File: src/rtl/exec_pkg.sv
// Shared encodings and decode helper for the execute/write-back stage.
package exec_pkg;

  localparam int EXEC_NREGS = 6;
  localparam int EXEC_DW    = 32;
  localparam int EXEC_CNTW  = 16;

  localparam logic [3:0] ICODE_NOP0  = 4'h0;
  localparam logic [3:0] ICODE_NOP1  = 4'h1;
  localparam logic [3:0] ICODE_IRMOV = 4'h3;
  localparam logic [3:0] ICODE_OP    = 4'h6;

  localparam logic [3:0] IFUN_ADD = 4'h0;
  localparam logic [3:0] IFUN_SUB = 4'h1;
  localparam logic [3:0] IFUN_AND = 4'h2;
  localparam logic [3:0] IFUN_XOR = 4'h3;

  localparam logic [3:0] REG_NONE = 4'hF;

  // Bit positions inside cc = {ZF, SF, OF}
  localparam int CC_ZF = 2;
  localparam int CC_SF = 1;
  localparam int CC_OF = 0;

  // What a sampled instruction does to architectural state
  typedef enum logic [1:0] {
    CLS_NONE    = 2'd0,
    CLS_IRMOV   = 2'd1,
    CLS_OP      = 2'd2,
    CLS_ILLEGAL = 2'd3
  } instr_cls_t;

  // Classify a decoded instruction; anything not explicitly legal is illegal
  function automatic instr_cls_t classify(input logic [3:0] icode,
                                          input logic [3:0] ifun,
                                          input logic [3:0] ra,
                                          input logic [3:0] rb);
    instr_cls_t cls;
    cls = CLS_ILLEGAL;
    case (icode)
      ICODE_NOP0, ICODE_NOP1: cls = CLS_NONE;
      ICODE_IRMOV: begin
        if (ifun == IFUN_ADD && rb < 4'(EXEC_NREGS)) cls = CLS_IRMOV;
      end
      ICODE_OP: begin
        if (ifun <= IFUN_XOR && ra < 4'(EXEC_NREGS) && rb < 4'(EXEC_NREGS))
          cls = CLS_OP;
      end
      default: cls = CLS_ILLEGAL;
    endcase
    return cls;
  endfunction

endpackage

File: src/rtl/exec_alu.sv
// Combinational ALU: result = valB op valA, plus zero/sign/overflow flags.
module exec_alu
  import exec_pkg::*;
#(
  parameter int DW = EXEC_DW
) (
  input  logic [3:0]    ifun,
  input  logic [DW-1:0] valA,
  input  logic [DW-1:0] valB,
  output logic [DW-1:0] result,
  output logic          zf,
  output logic          sf,
  output logic          of
);

  // Operation select; overflow is only meaningful for ADD and SUB
  always_comb begin
    result = '0;
    of     = 1'b0;
    case (ifun)
      IFUN_ADD: begin
        result = valB + valA;
        of     = (valA[DW-1] == valB[DW-1]) && (result[DW-1] != valB[DW-1]);
      end
      IFUN_SUB: begin
        result = valB - valA;
        of     = (valA[DW-1] != valB[DW-1]) && (result[DW-1] != valB[DW-1]);
      end
      IFUN_AND: result = valB & valA;
      IFUN_XOR: result = valB ^ valA;
      default:  result = '0;
    endcase
  end

  assign zf = (result == '0);
  assign sf = result[DW-1];

endmodule

File: src/rtl/exec_wb_stage.sv
// Execute/write-back stage: register file, forwarding, E register,
// sticky error flag and retired counter.
// Optional feature macro: EXEC_CC_EN (condition codes; cc reads 3'b000 without it).
//
// Input handshake: in_valid qualifies icode/ifun/rA/rB/valC for exactly the
// cycle it is high; there is no ready, the stage accepts one instruction per
// cycle and never stalls.
module exec_wb_stage
  import exec_pkg::*;
#(
  parameter int NREGS = EXEC_NREGS,
  parameter int DW    = EXEC_DW,
  parameter int CNTW  = EXEC_CNTW
) (
  input  logic            clock,
  input  logic            reset_n,
  input  logic            in_valid,
  input  logic [3:0]      icode,
  input  logic [3:0]      ifun,
  input  logic [3:0]      rA,
  input  logic [3:0]      rB,
  input  logic [15:0]     valC,
  output logic            wb_valid,
  output logic [3:0]      wb_dst,
  output logic [DW-1:0]   wb_val,
  output logic [2:0]      cc,
  output logic            err,
  output logic [CNTW-1:0] retired,
  input  logic [2:0]      dbg_sel,
  output logic [DW-1:0]   dbg_dat
);

  logic [DW-1:0] regs [NREGS];

  // E register: the result produced last cycle, written to regs next edge
  logic          e_valid;
  logic [3:0]    e_dst;
  logic [DW-1:0] e_val;

  instr_cls_t    cls;
  logic [DW-1:0] rf_a, rf_b, val_a, val_b;
  logic [DW-1:0] alu_res;
  logic          alu_zf, alu_sf, alu_of;

  assign cls = in_valid ? classify(icode, ifun, rA, rB) : CLS_NONE;

  // Register reads, out-of-range IDs read as zero (such instructions are illegal)
  assign rf_a = (rA < 4'(NREGS)) ? regs[rA[2:0]] : '0;
  assign rf_b = (rB < 4'(NREGS)) ? regs[rB[2:0]] : '0;

  // The E register holds a value newer than the regfile for e_dst
  assign val_a = (e_valid && e_dst == rA) ? e_val : rf_a;
  assign val_b = (e_valid && e_dst == rB) ? e_val : rf_b;

  exec_alu #(.DW(DW)) u_alu (
    .ifun   (ifun),
    .valA   (val_a),
    .valB   (val_b),
    .result (alu_res),
    .zf     (alu_zf),
    .sf     (alu_sf),
    .of     (alu_of)
  );

  // Debug read sees the same forwarded view as the operand reads
  always_comb begin
    dbg_dat = '0;
    if (dbg_sel < 3'(NREGS)) begin
      if (e_valid && e_dst == {1'b0, dbg_sel}) dbg_dat = e_val;
      else                                     dbg_dat = regs[dbg_sel];
    end
  end

  // Regfile: commit the E register one edge after the instruction was sampled
  always_ff @(posedge clock) begin
    if (!reset_n) begin
      for (int i = 0; i < NREGS; i++) regs[i] <= '0;
    end else if (e_valid) begin
      regs[e_dst[2:0]] <= e_val;
    end
  end

  // E register load, sticky error and retire counting
  always_ff @(posedge clock) begin
    if (!reset_n) begin
      e_valid <= 1'b0;
      e_dst   <= REG_NONE;
      e_val   <= '0;
      err     <= 1'b0;
      retired <= '0;
    end else begin
      retired <= retired + CNTW'(e_valid);
      case (cls)
        CLS_IRMOV: begin
          e_valid <= 1'b1;
          e_dst   <= rB;
          e_val   <= DW'(valC);
        end
        CLS_OP: begin
          e_valid <= 1'b1;
          e_dst   <= rB;
          e_val   <= alu_res;
        end
        default: begin
          e_valid <= 1'b0;
          e_dst   <= REG_NONE;
          e_val   <= '0;
        end
      endcase
      if (cls == CLS_ILLEGAL) err <= 1'b1;
    end
  end

  assign wb_valid = e_valid;
  assign wb_dst   = e_dst;
  assign wb_val   = e_val;

`ifdef EXEC_CC_EN
  logic [2:0] cc_q;

  // Condition codes follow OP results only
  always_ff @(posedge clock) begin
    if (!reset_n) begin
      cc_q <= 3'b000;
    end else if (cls == CLS_OP) begin
      cc_q[CC_ZF] <= alu_zf;
      cc_q[CC_SF] <= alu_sf;
      cc_q[CC_OF] <= alu_of;
    end
  end

  assign cc = cc_q;
`else
  logic unused_flags;
  assign unused_flags = alu_zf ^ alu_sf ^ alu_of;
  assign cc = 3'b000;
`endif

endmodule

File: config.mk
export PLATFORM = sky130hd
export DESIGN_NAME = exec_wb_stage
export DESIGN_NICKNAME = d
export VERILOG_FILES = /design/src/rtl/exec_pkg.sv /design/src/rtl/exec_alu.sv /design/src/rtl/exec_wb_stage.sv
export SDC_FILE = /design/constraint.sdc
export NUM_CORES = 1
export LEC_CHECK = 0
export ABC_AREA = 1
export CAP_MARGIN = 20
export CORE_ASPECT_RATIO = 0.7
export CORE_MARGIN = 8
export CORE_UTILIZATION = 40
export CTS_BUF_LIST = sky130_fd_sc_hd__clkbuf_4
export DETAILED_ROUTE_END_ITERATION = 12
export HOLD_SLACK_MARGIN = 0.15
export PLACE_DENSITY = 0.58
export SKIP_CTS_REPAIR_TIMING = 1
export SLEW_MARGIN = 15
export SYNTH_ARGS = -nofsm -noshare
export SYNTH_HDL_FRONTEND = slang
export SYNTH_SLANG_ARGS = --single-unit
export TNS_END_PERCENT = 20
File: constraint.sdc
create_clock -name clock -period 4.1 [get_ports clock]
set_input_delay 0.41 -clock clock [delete_from_list [all_inputs] [get_ports clock]]
set_output_delay 0.41 -clock clock [all_outputs]
set_load 0.05 [all_outputs]
==> impl_metrics.tcl <==
set metrics [dict create \
    routed_wl_mm 84.3 \
    grtUsageTotal 0.280 \
    ys_async_sr_fraction 0 \
    worst_skew_pair.late_latency_ns 0.87 \
    fmaxAchievable_mhz 242 \
    finalHoldViolCount 0 \
    outcome "finished with violations" \
    ys_ff_latch 292 \
    critPathKind "flip-flop to flip-flop" \
    cp_slowest_cell "dfxtp_2" \
    fp.dieW_um 285 \
    final_common_cell "nand2_1" \
    syn-mean-instance-area_um2 7.35 \
    core_mm2 0.0504 \
    ant_nets 0 \
    dieArea_mm2 0.0583 \
    syn_to_final_growth_pct 27.8 \
    clk_pin_slew_worst_paths_ns 0.07 \
    p_per_area_mw_per_mm2 324 \
    hpwl_mm 57.5 \
    grt_pass1_vias 21200 \
    grt_max_degree 82 \
    required_ns 4.80 \
    worst_pin_slew_ns 0.880 \
    clockBufferDepth 3 \
    drive_above_1_share 0.199 \
    maxCapViolCount 0 \
    fin_util 0.514 \
    dr.pass1.iters 5 \
    final_cell_area_mm2 0.0259 \
    row_count 69 \
    cts_tree "yes" \
    fin_ws_ns -0.0265 \
    initial_utilization 0.402 \
    period_share 1.01 \
    hold_path_class "input pin to flip-flop" \
    crit_path_end_kind "flip-flop" \
    setup_violations 2 \
    fillers 4919 \
    syn_area_mm2 0.0203 \
    ios 127 \
    via_per_inst 5.57 \
    dpl_cell_area_mm2 0.0243 \
    peakVddDrop_mv 0.185 \
    seqCellArea_mm2 0.00823 \
    overflow 0 \
    yosysSeqAreaShare 0.406 \
    wire_per_inst_um 21.7 \
    clock_skew_ns 0.0570 \
    tns_ns -0.0500 \
    slew_headroom 0.413 \
    violations "setup timing" \
    gp_congestion 0.953 \
    slowest_delay_ns 0.35 \
    die_h_um 204 \
    synth_cell_types 56 \
    cp-start-kind "flip-flop" \
    syn-instance-count 2760 \
    p_leak_nw 11.0 \
    clock-root-buffer "clkbuf_4" \
    slew_violations 0 \
    ys.flop_type "edfxtp_1" \
    crit_arrival_ns 4.83 \
    io_buffers 123 \
    rsz0062_at_grt "true" \
    path_common_cell "nand2_1" \
    remaining_drc_errors 0 \
    cp_max_fo 11 \
    synth_edf_count 238 \
    fin_nets 3254 \
    final_cell_mix "nand2_1 (637), inv_1 (343), buf_4 (327), nor2_1 (315), edfxtp_1 (238)" \
    htreeDepth 3 \
    dr_total_vias 21700 \
    multi_input_area_mm2 0.0104 \
    yosys_warnings 0 \
    antenna_found_initial 1 \
    drt_first_iter_violations 2646 \
    cts_buffers 80 \
    period_needed_ns 4.13 \
    grt_pass1_wl_mm 126 \
    total_power_w 0.00841 \
    cts.sinks 292 \
]
==> area by class of cell <==
| cell class | count | share of cell area |
|---|---|---|
| Inverter | 366 | 0.0534 |
| Multi-Input combinational cell | 1942 | 0.400 |
| Antenna cell | 5 | 0.000483 |
| Sequential cell | 292 | 0.318 |
| Clock inverter | 25 | 0.00497 |
| Timing Repair Buffer | 464 | 0.157 |
| Tap cell | 674 | 0.0325 |
| Clock buffer | 118 | 0.0342 |
==> state kept, by name, indices dropped and copies added (netlist names) <==
register / flops
regs: 238
err: 1
retired: 16
wb_val: 32
wb_valid: 1
wb_dst: 4
==> Yosys cell counts (18+ instances only) <==
cell	number	area, um2
a21oi_1	156	781
o22ai_1	18	113
buf_2	23	115
edfxtp_1	238	7150
nand3_1	171	856
clkbuf_1	116	435
o211ai_1	115	863
o221ai_1	33	289
nor2_1	326	1220
o21ai_0	199	996
xor2_1	24	210
nand2_1	655	2460
inv_1	348	1310
dfxtp_1	54	1080
ha_1	69	863
==> power by group <==
part	internal, W	total (W)	switching (W)
combinational	0.000891	0.00230	0.00141
clock	0.00138	0.00276	0.00138
sequential	0.00328	0.00334	0.0000585
==> final timing paths <==
path                                  start           to  slack, ns  cells past startpoint
worst max-delay path              wb_dst[0]   wb_val[30]      -0.03                     30
worst min-delay path                valC[5]    wb_val[5]       0.16                      3
worst max register to register    wb_dst[0]   wb_val[30]      -0.03                     30
worst min register to register  retired[15]  retired[15]       0.47                      2
==> worst max-delay path, delay by kind of cell, from the launching register on <==
kind            cells  cell delay [ns]
compound gates      3             0.35
xor+xnor            1             0.12
fa+ha+maj           1             0.29
buf+inv             5             0.44
flops               1             0.35
simple gates       20             2.43
==> per-layer routing <==
metal	track usage	wire (um)	up-vias	share of wire
met1	0.374	35200	10100	0.42
met5	0	0	-	0
met2	0.437	36400	1226	0.43
met3	0.0559	8330	245	0.099
li1	-	-	10100	-
met4	0.131	4360	0	0.052
==> through the flow <==
stage	cells	hold slack, ns	setup WS, ns
3_5_place_dp	3712	0.463	-0.878
6_report	3886	0.159	-0.0265
4_1_cts	3855	0.0457	-0.409
2_1_floorplan	2762	0.523	-0.258
3_3_place_gp	3712	0.447	-0.912
5_1_grt	3886	0.131	-0.260
==> cells by family (layout without fill, tap and decap cells) <==
logic type | after synthesis | in the layout | share of synthesized area
xor gates and xnor gates | 32 | 32 | 0.0138
DFF | 292 | 292 | 0.406
adders and majority gates | 70 | 70 | 0.0436
other | 1 | 8 | 0.000185
AOI/OAI and AO/OA | 614 | 614 | 0.185
buffers and inverters | 528 | 973 | 0.103
and+or+nand+nor | 1223 | 1223 | 0.248
No activity file was read; power rests on OpenSTA's default activity.
